[src/rtl/datafeed_gen.sv]
// Programmable test-pattern source: a clock-enable rate divider, four pattern generators,
// and a single-slot valid/ready output with sticky overrun and an accepted-sample counter.
module datafeed_gen #(
   parameter int                DATA_W = 16,
   parameter int                DIV_W  = 30,
   parameter logic [DATA_W-1:0] POLY   = 16'hB400,
   parameter int                CNT_W  = 32
) (
   input  logic              clk,
   input  logic              rst,
   input  logic              en,
   input  logic [1:0]        mode,
   input  logic [DIV_W-1:0]  div_n,
   input  logic [DATA_W-1:0] limit,
   input  logic [DATA_W-1:0] seed,
   input  logic              load,
   output logic [DATA_W-1:0] out_data,
   output logic              out_valid,
   input  logic              out_ready,
   output logic              overrun,
   output logic [CNT_W-1:0]  sample_count
);

   typedef enum logic [1:0] {
      MODE_COUNT = 2'd0,
      MODE_RAMP  = 2'd1,
      MODE_LFSR  = 2'd2,
      MODE_CONST = 2'd3
   } mode_e;

   logic [DIV_W-1:0]  divCnt_q, divCnt_d;
   logic [DATA_W-1:0] gen_q, gen_d;
   logic [DATA_W-1:0] data_q, data_d;
   logic              valid_q, valid_d;
   logic              overrun_q, overrun_d;
   logic [CNT_W-1:0]  count_q, count_d;

   logic              tick;
   logic              slotFree;
   logic              accept;
   mode_e             curMode;
   logic [DATA_W-1:0] emitValue;
   logic [DATA_W-1:0] nextValue;

   assign curMode = mode_e'(mode);

   // CONST emits the live seed so a seed change shows up at the very next tick.
   always_comb begin
      emitValue = gen_q;
      nextValue = gen_q;
      case (curMode)
         MODE_COUNT: nextValue = gen_q + DATA_W'(1);
         MODE_RAMP:  nextValue = (gen_q >= limit) ? '0 : gen_q + DATA_W'(1);
         MODE_LFSR:  nextValue = (gen_q == '0) ? DATA_W'(1)
                                 : ((gen_q >> 1) ^ (gen_q[0] ? POLY : '0));
         MODE_CONST: begin
            emitValue = seed;
            nextValue = seed;
         end
         default:    nextValue = gen_q;
      endcase
   end

   always_comb begin
      tick      = en && (divCnt_q >= div_n);
      slotFree  = !valid_q || out_ready;
      accept    = valid_q && out_ready;

      divCnt_d  = divCnt_q;
      gen_d     = gen_q;
      data_d    = data_q;
      valid_d   = valid_q;
      overrun_d = overrun_q;
      count_d   = count_q;

      if (tick) begin
         divCnt_d = '0;
      end else if (en) begin
         divCnt_d = divCnt_q + DIV_W'(1);
      end

      if (accept) begin
         count_d = count_q + CNT_W'(1);
         valid_d = 1'b0;
      end

      // A tick into an occupied slot drops the sample rather than queueing it.
      if (tick) begin
         if (slotFree) begin
            data_d  = emitValue;
            valid_d = 1'b1;
            gen_d   = nextValue;
         end else begin
            overrun_d = 1'b1;
         end
      end

      if (load) begin
         gen_d     = seed;
         divCnt_d  = '0;
         valid_d   = 1'b0;
         overrun_d = 1'b0;
         data_d    = data_q;
         count_d   = count_q;
      end
   end

   always_ff @(posedge clk) begin
      if (rst) begin
         divCnt_q  <= '0;
         gen_q     <= '0;
         data_q    <= '0;
         valid_q   <= 1'b0;
         overrun_q <= 1'b0;
         count_q   <= '0;
      end else begin
         divCnt_q  <= divCnt_d;
         gen_q     <= gen_d;
         data_q    <= data_d;
         valid_q   <= valid_d;
         overrun_q <= overrun_d;
         count_q   <= count_d;
      end
   end

   assign out_data     = data_q;
   assign out_valid    = valid_q;
   assign overrun      = overrun_q;
   assign sample_count = count_q;

endmodule

[config.mk]
export PLATFORM = sky130hd
export DESIGN_NAME = datafeed_gen
export DESIGN_NICKNAME = d
export VERILOG_FILES = /design/src/rtl/datafeed_gen.sv
export SDC_FILE = /design/constraint.sdc
export NUM_CORES = 1
export LEC_CHECK = 0
export BUFFER_PORTS_ARGS = -buffer_cell sky130_fd_sc_hd__buf_2
export CAP_MARGIN = 40
export CORE_MARGIN = 10
export CORE_UTILIZATION = 30
export CTS_BUF_LIST = sky130_fd_sc_hd__clkbuf_4 sky130_fd_sc_hd__clkbuf_8 sky130_fd_sc_hd__clkbuf_16
export CTS_CLUSTER_SIZE = 8
export DETAILED_ROUTE_END_ITERATION = 8
export MAX_ROUTING_LAYER = met4
export PLACE_DENSITY_LB_ADDON = 0.15
export SETUP_SLACK_MARGIN = 0.4
export SLEW_MARGIN = 20
export SYNTH_ARGS = -nofsm -noshare
export SYNTH_HDL_FRONTEND = slang
export SYNTH_SLANG_ARGS = --single-unit
export TNS_END_PERCENT = 10
[constraint.sdc]
create_clock -name clk -period 3.65 [get_ports clk]
set_input_delay 0.5475 -clock clk [delete_from_list [all_inputs] [get_ports clk]]
set_output_delay 0.5475 -clock clk [all_outputs]
set_load 0.01 [all_outputs]
==> results.cfg, run 1 <==
[timing]
timing.final.crit_share_pct = 77.6
worst_pin_slew_ns = 0.799
clock.fmax_mhz = 353
fin_tns_setup_ns = 0
skew_ns = 0.0128
layout_min_cycle_time_ns = 2.83
slew_violations = 0
fin_ws_ns = 0.819
rsz0062_at_grt = false
relSlewSlack_pct = 46.7
hold_violations = 0
setup_viol = 0

[clock_network]
hold_buffers = 0
post_cts_buffers = 0
clockBufferDepth = 2
clockRootBuffer = clkbuf_16
cts_tree = done
clk_latency_ns = 0.35
ctsResizeCount = 0
htreeDepth = 3
clkTransAtPathRegs_ns = 0.07
numClockSinks = 96
cts_buffers = 9

[setup_path]
endpoint_kind = flip-flop
r2r-start = divCnt_q[29]
crit_path_max_incr_delay_ns = 0.55
cp.required_ns = 3.86
critPathCapture = gen_q[4]
crit_path_start_kind = flip-flop
reg2reg_to = gen_q[4]
cp_max_fo = 19
ff2ff_setup_slack_ns = 0.82
worstPathArrival_ns = 3.04
r2r_cells = 8
crit_start = divCnt_q[29]
crit_slowest_cell = or4_4
criticalPathCategory = reg -> reg
path_cells = ha_1 -> nand3_2 -> or3_1 -> or4_4 -> o211a_1 -> nor3_4 -> buf_4 -> a221oi_1

[cells_and_area]
layout-drive-gt1-share_pct = 19.2
num_antenna_cells = 0
nNetsFinal = 963
layout_common_cells = buf_2 (118), dfxtp_1 (96), nor2_1 (91), inv_1 (60)
areaGrowthSynthToFinish_pct = 19.5
layout_commonest_cell = buf_2

[logic_synthesis]
async_flop_share_pct = 0
synth_seq_cells = 96
synth_top_family_by_area = simple AND/OR/NAND/NOR gates
synth_ff_type = dfxtp_1
syn_nets = 857
synth_top_area_share_pct = 31.9
yosysSeqAreaShare_pct = 31.9
yosysTopAreaCell = dfxtp_1
synthSimpleGateAreaFrac_pct = 20.8
synth_xor_area_share_pct = 10.0
ys_warn_count = 0
synth_fa_ha_area_share_pct = 10.4
synth_cells = 738
syn_area_per_cell_um2 = 8.17
synth_compound_area_share_pct = 15.8
synth_edf_count = 0
netlist_area_um2 = 6030
synth_mux_area_share_pct = 4.03
synth.area.top_cells = dfxtp_1 (32%), ha_1 (10%), nor2_1 (5.7%)
synth_cell_types = 58

[outcome]
status = finished, final reports clean

[drt]
ant_nets = 0
vias = 5469
via_per_inst = 4.91
drt-initial-drc-count = 302
finalWirelength_mm = 17.4
firstDrtPassIters = 5
drc_errors = 0
wl_per_cell_um = 15.7

[global_route]
grt_max_degree = 30
gr-usage-all-layers_pct = 13.7
grt_pass1_wl_mm = 28.7
grt_pass1_vias = 5435
grt_remaining_overflow = 0
antenna_found_initial = 0

[power_and_ir_drop]
p_total_w = 0.00234
peakVddDrop_mv = 0.171
p_leak_nw = 3.13
p_per_area_nw_per_um2 = 325

[hold_path]
holdCritPathClass = in -> reg

[place]
port_buffers = 118
post-dp-hpwl_mm = 13.3
preCtsSetupSlack_ns = 0.496
gp_congestion = 0.791

[floorplanning]
rows = 51
chipWidth_um = 162
core_um2 = 19600
die_y_um = 162
io_pins = 119
dieArea_um2 = 26200
start_util_pct = 30.8

[run]
drv_cap = 0
[cells by family after synthesis]
group,Yosys count
xor gates and xnor gates,69
DFF,96
adders and majority gates,50
and+or+nand+nor,257
AOI/OAI and AO/OA,140
muxes,24
buffers and inverters,102
[cells in the mapped netlist, types with 6 or more instances]
cell type	instances
nor4_1	8
nand4_1	23
mux2i_1	22
xnor2_1	30
ha_1	50
nor3_1	9
nor2_1	91
inv_1	60
dfxtp_1	96
a311oi_1	6
and4_1	6
a31oi_1	17
a21oi_1	26
nand2_1	50
and2_1	6
a211oi_1	16
a221oi_1	8
and3_1	11
nor2b_1	6
o21ai_0	30
or3_1	7
xor2_1	39
clkbuf_1	30
nand3_1	26
[report_power, final]
part           switching, W  internal, W  total [W]  leakage (nW)
logic              0.000156     0.000119   0.000275          2.21
clock network      0.000424     0.000557   0.000981         0.149
registers         0.0000260      0.00106    0.00109         0.777
[sequential cells by signal, indices dropped and copies added (netlist names)]
name,count
sample_count,32
divCnt_q,30
gen_q,16
out_data,16
out_valid,1
overrun,1
[critical path, delay by kind of cell, from the launching register on]
kind / cells / cell delay [ns]
AO/OA/AOI/OAI: 2 / 0.50
adder cells (fa/ha/maj): 1 / 0.31
buffers and inverters: 1 / 0.28
flip-flops: 1 / 0.33
AND/OR/NAND/NOR: 4 / 1.25
[through the flow]
stage	utilization (%)	area, µm²	instances	hold WS [ns]
2_1_floorplan	-	6030	738	0.483
3_3_place_gp	35.1	6880	1096	0.486
3_5_place_dp	35.2	6890	1097	0.496
4_1_cts	36.7	7200	1113	0.465
5_1_grt	36.8	7200	1114	0.486
6_report	36.8	7200	1114	0.471
[layout make-up]
class	count	area, µm²
inverter	60	225
clock inverter	5	56.3
fill	2137	12400
clock buffer	11	246
timing repair buffer	137	741
tap	265	332
multi-input combinational	540	3680
sequential	96	1920
[routing by layer]
layer,share of wire (%),GRT usage (%)
met1,49,18.2
met3,5.3,3.39
met2,45,20.8
met4,0.70,2.69
met5,0,-
[how the worst min path moves through the flow]
stage               cells past startpoint                to  slack [ns]        startpoint
finish                                  3      out_data[12]        0.47          seed[12]
detailed placement                      2  sample_count[14]        0.50  sample_count[14]
global placement                        2  sample_count[14]        0.49  sample_count[14]
global route                            3      out_data[12]        0.49          seed[12]
CTS                                     3      out_data[12]        0.47          seed[12]
floorplan                               2      divCnt_q[29]        0.48      divCnt_q[29]
Power figures use the tool's default switching activity.
==> run 2: changes to the inputs <==
ABC_AREA = 1   (was default)
clock period = 2.58 ns   (was 3.65 ns; I/O delays follow)
==> run 2 against run 1 <==
Net effect:
- flip-flop and latch count did not move
- first-iteration DRC count down 18%
- global-route usage rose by 0.27 points
- clock power grew 42%
- largest power group unchanged
==> results.cfg, run 2 <==
[outcome]
status = finished, final reports clean

[power_and_ir_drop]
p_leak_nw = 4.33
p_per_area_nw_per_um2 = 400
peakVddDrop_mv = 0.316

[drt]
vias = 6868
drt-initial-drc-count = 249
ant_nets = 0
firstDrtPassIters = 5
wl_per_cell_um = 13.5
finalWirelength_mm = 21.1
drc_errors = 0
via_per_inst = 4.39

[setup_path]
endpoint_kind = flip-flop
crit_path_max_incr_delay_ns = 0.35
crit_slowest_cell = dfxtp_2
worstPathArrival_ns = 2.29
crit_family = simple AND/OR/NAND/NOR gates
criticalPathCategory = reg -> reg
path_cells = ha_1 -> nand2_1 -> inv_1 -> a21oi_2 -> nand2_1 -> a21oi_2 -> nand3_4 -> nand2_4 -> nand3_4 -> buf_12 -> nor3b_2
path_buf_inv = 2
r2r_cells = 11
reg2reg_to = divCnt_q[2]
cp_max_fo = 8
ff2ff_setup_slack_ns = 0.58
crit_path_start_kind = flip-flop
cp.required_ns = 2.86
r2r-start = divCnt_q[21]

[logic_synthesis]
synth_commonest_cells = nand2_1 (300), inv_1 (180), nor2_1 (154)
yosysSeqAreaShare_pct = 27.0
async_flop_share_pct = 0
synth_cells = 1119
synth_cell_types = 45
syn_area_per_cell_um2 = 6.35
synth.area.top_cells = dfxtp_1 (27%), nand2_1 (16%), inv_1 (9.5%)
synth_edf_count = 0
synth_seq_cells = 96
ys_warn_count = 0
netlist_area_um2 = 7110
syn_nets = 1238
yosysTopAreaCell = dfxtp_1
synth_ff_type = dfxtp_1
synth_top_area_share_pct = 27.0
yosysMostFrequentCell = nand2_1

[timing]
worst_pin_slew_ns = 0.656
setup_viol = 0
fin_tns_setup_ns = 0
clock.fmax_mhz = 499
rsz0062_at_grt = true
skew_ns = 0.00929
slew_violations = 0
relSlewSlack_pct = 56.2
layout_min_cycle_time_ns = 2.00
timing.final.crit_share_pct = 77.7
hold_violations = 0
fin_ws_ns = 0.576

[hold_path]
worstHoldStart = en
hold_end = divCnt_q[1]
holdCritPathClass = in -> reg
hold_depth = 4

[place]
post-dp-hpwl_mm = 16.3
port_buffers = 118
preCtsSetupSlack_ns = 0.304
gp_congestion = 0.861

[cells_and_area]
areaGrowthSynthToFinish_pct = 19.8
layout_commonest_cell = nand2_1
n_fill_cell = 2639
largest_reg_flops = 32
layout-drive-gt1-share_pct = 18.6
nNetsFinal = 1358
final_util_pct = 36.4
layout_common_cells = nand2_1 (298), inv_1 (180), nor2_1 (154), buf_2 (118), dfxtp_1 (83)

[floorplanning]
start_util_pct = 30.4
io_pins = 119
die_y_um = 174
chipWidth_um = 174
core_um2 = 23400
rows = 56
dieArea_um2 = 30200

[global_route]
grt_pass1_vias = 6678
grt_remaining_overflow = 0
grt_pass1_wl_mm = 34.2
antenna_found_initial = 1
gr-usage-all-layers_pct = 14.0
grt_max_degree = 34

[clock_network]
htreeDepth = 3
clk_latency_ns = 0.35
cts_tree = done
cts_buffers = 9
clockBufferDepth = 2
numClockSinks = 96
clockRootBuffer = clkbuf_16
clkTransAtPathRegs_ns = 0.07

[run]
drv_cap = 0
-- run 2: cell types whose count changed after synthesis, sizes merged, moves of 15 or more --
cell	delta
a21oi	+20
a31oi	-17
nand2	+255
nor2	+72
inv	+126
mux2i	-22
or2	+15
a211oi	-16
nor3	+25
clkbuf	-17
xnor2	-20
nand3	+38
-- run 2: repair_timing --
action | CTS | global route
gates resized for setup | 0 | 22
setup endpoints to repair | 0 | 62
buffers inserted | 0 | 2
hold endpoints to repair | 0 | 0
hold buffers | 0 | 0
-- run 2: where the power goes --
part / switching, W / leakage (nW) / internal, W / total, W
clock: 0.000634 / 0.138 / 0.000753 / 0.00139
sequential: 0.0000337 / 0.784 / 0.00150 / 0.00154
combinational: 0.000294 / 3.40 / 0.000185 / 0.000479
total: 0.000962 / 4.33 / 0.00244 / 0.00340
-- run 2: cell families (layout without fill, tap and decap cells) --
group / after synthesis / count (layout) / synth area share [%]
other: 0 / 1 / 0
and+or+nand+nor: 620 / 620 / 39.7
xor gates and xnor gates: 43 / 43 / 5.30
AOI/OAI and AO/OA: 96 / 96 / 7.18
DFF: 96 / 96 / 27.0
buffers and inverters: 214 / 338 / 11.9
adders and majority gates: 50 / 50 / 8.80
-- run 2: cell type report --
class	count	area [µm²]	share of cell area (%)
inverters	186	701	8.23
clock inverters	6	67.6	0.794
multi-input cells	809	4380	51.5
well taps	319	399	4.69
diodes	1	2.50	0.0294
flip-flops and latches	96	1940	22.8
repair buffers	137	793	9.32
clock buffers	9	225	2.65
-- run 2: stage by stage --
step | hold WS (ns) | area, µm² | total power [W] | std cells
after global placement | 0.479 | 8090 | 0.00204 | 1543
final | 0.379 | 8510 | 0.00340 | 1563
after floorplan | 0.468 | 7110 | 0.00188 | 1119
after detailed placement | 0.487 | 8090 | 0.00204 | 1543
after CTS | 0.369 | 8380 | 0.00345 | 1558
after global routing | 0.390 | 8510 | 0.00359 | 1563
-- run 2: worst max-delay path by stage --
stage | from | to | cells past startpoint | slack, ns
floorplan | div_n[29] | gen_q[10] | 14 | 0.71
global placement | div_n[27] | divCnt_q[2] | 13 | 0.35
detailed placement | div_n[27] | divCnt_q[2] | 13 | 0.30
CTS | divCnt_q[21] | divCnt_q[2] | 11 | 0.41
global route | divCnt_q[5] | gen_q[2] | 13 | 0.37
finish | divCnt_q[21] | divCnt_q[2] | 11 | 0.58
-- run 2: tightest hold or removal path: stages --
cell and delay [ns]:
buf_2 0.12, inv_2 0.07, nand2_1 0.06, a21oi_1 0.05
-- run 2: layer usage --
layer	up-vias	track usage [%]	part of all wire, %
li1	3732	-	-
met1	3010	18.5	52
met2	114	21.5	44
met3	12	3.01	3.8
met4	0	2.96	0.99
met5	-	-	0
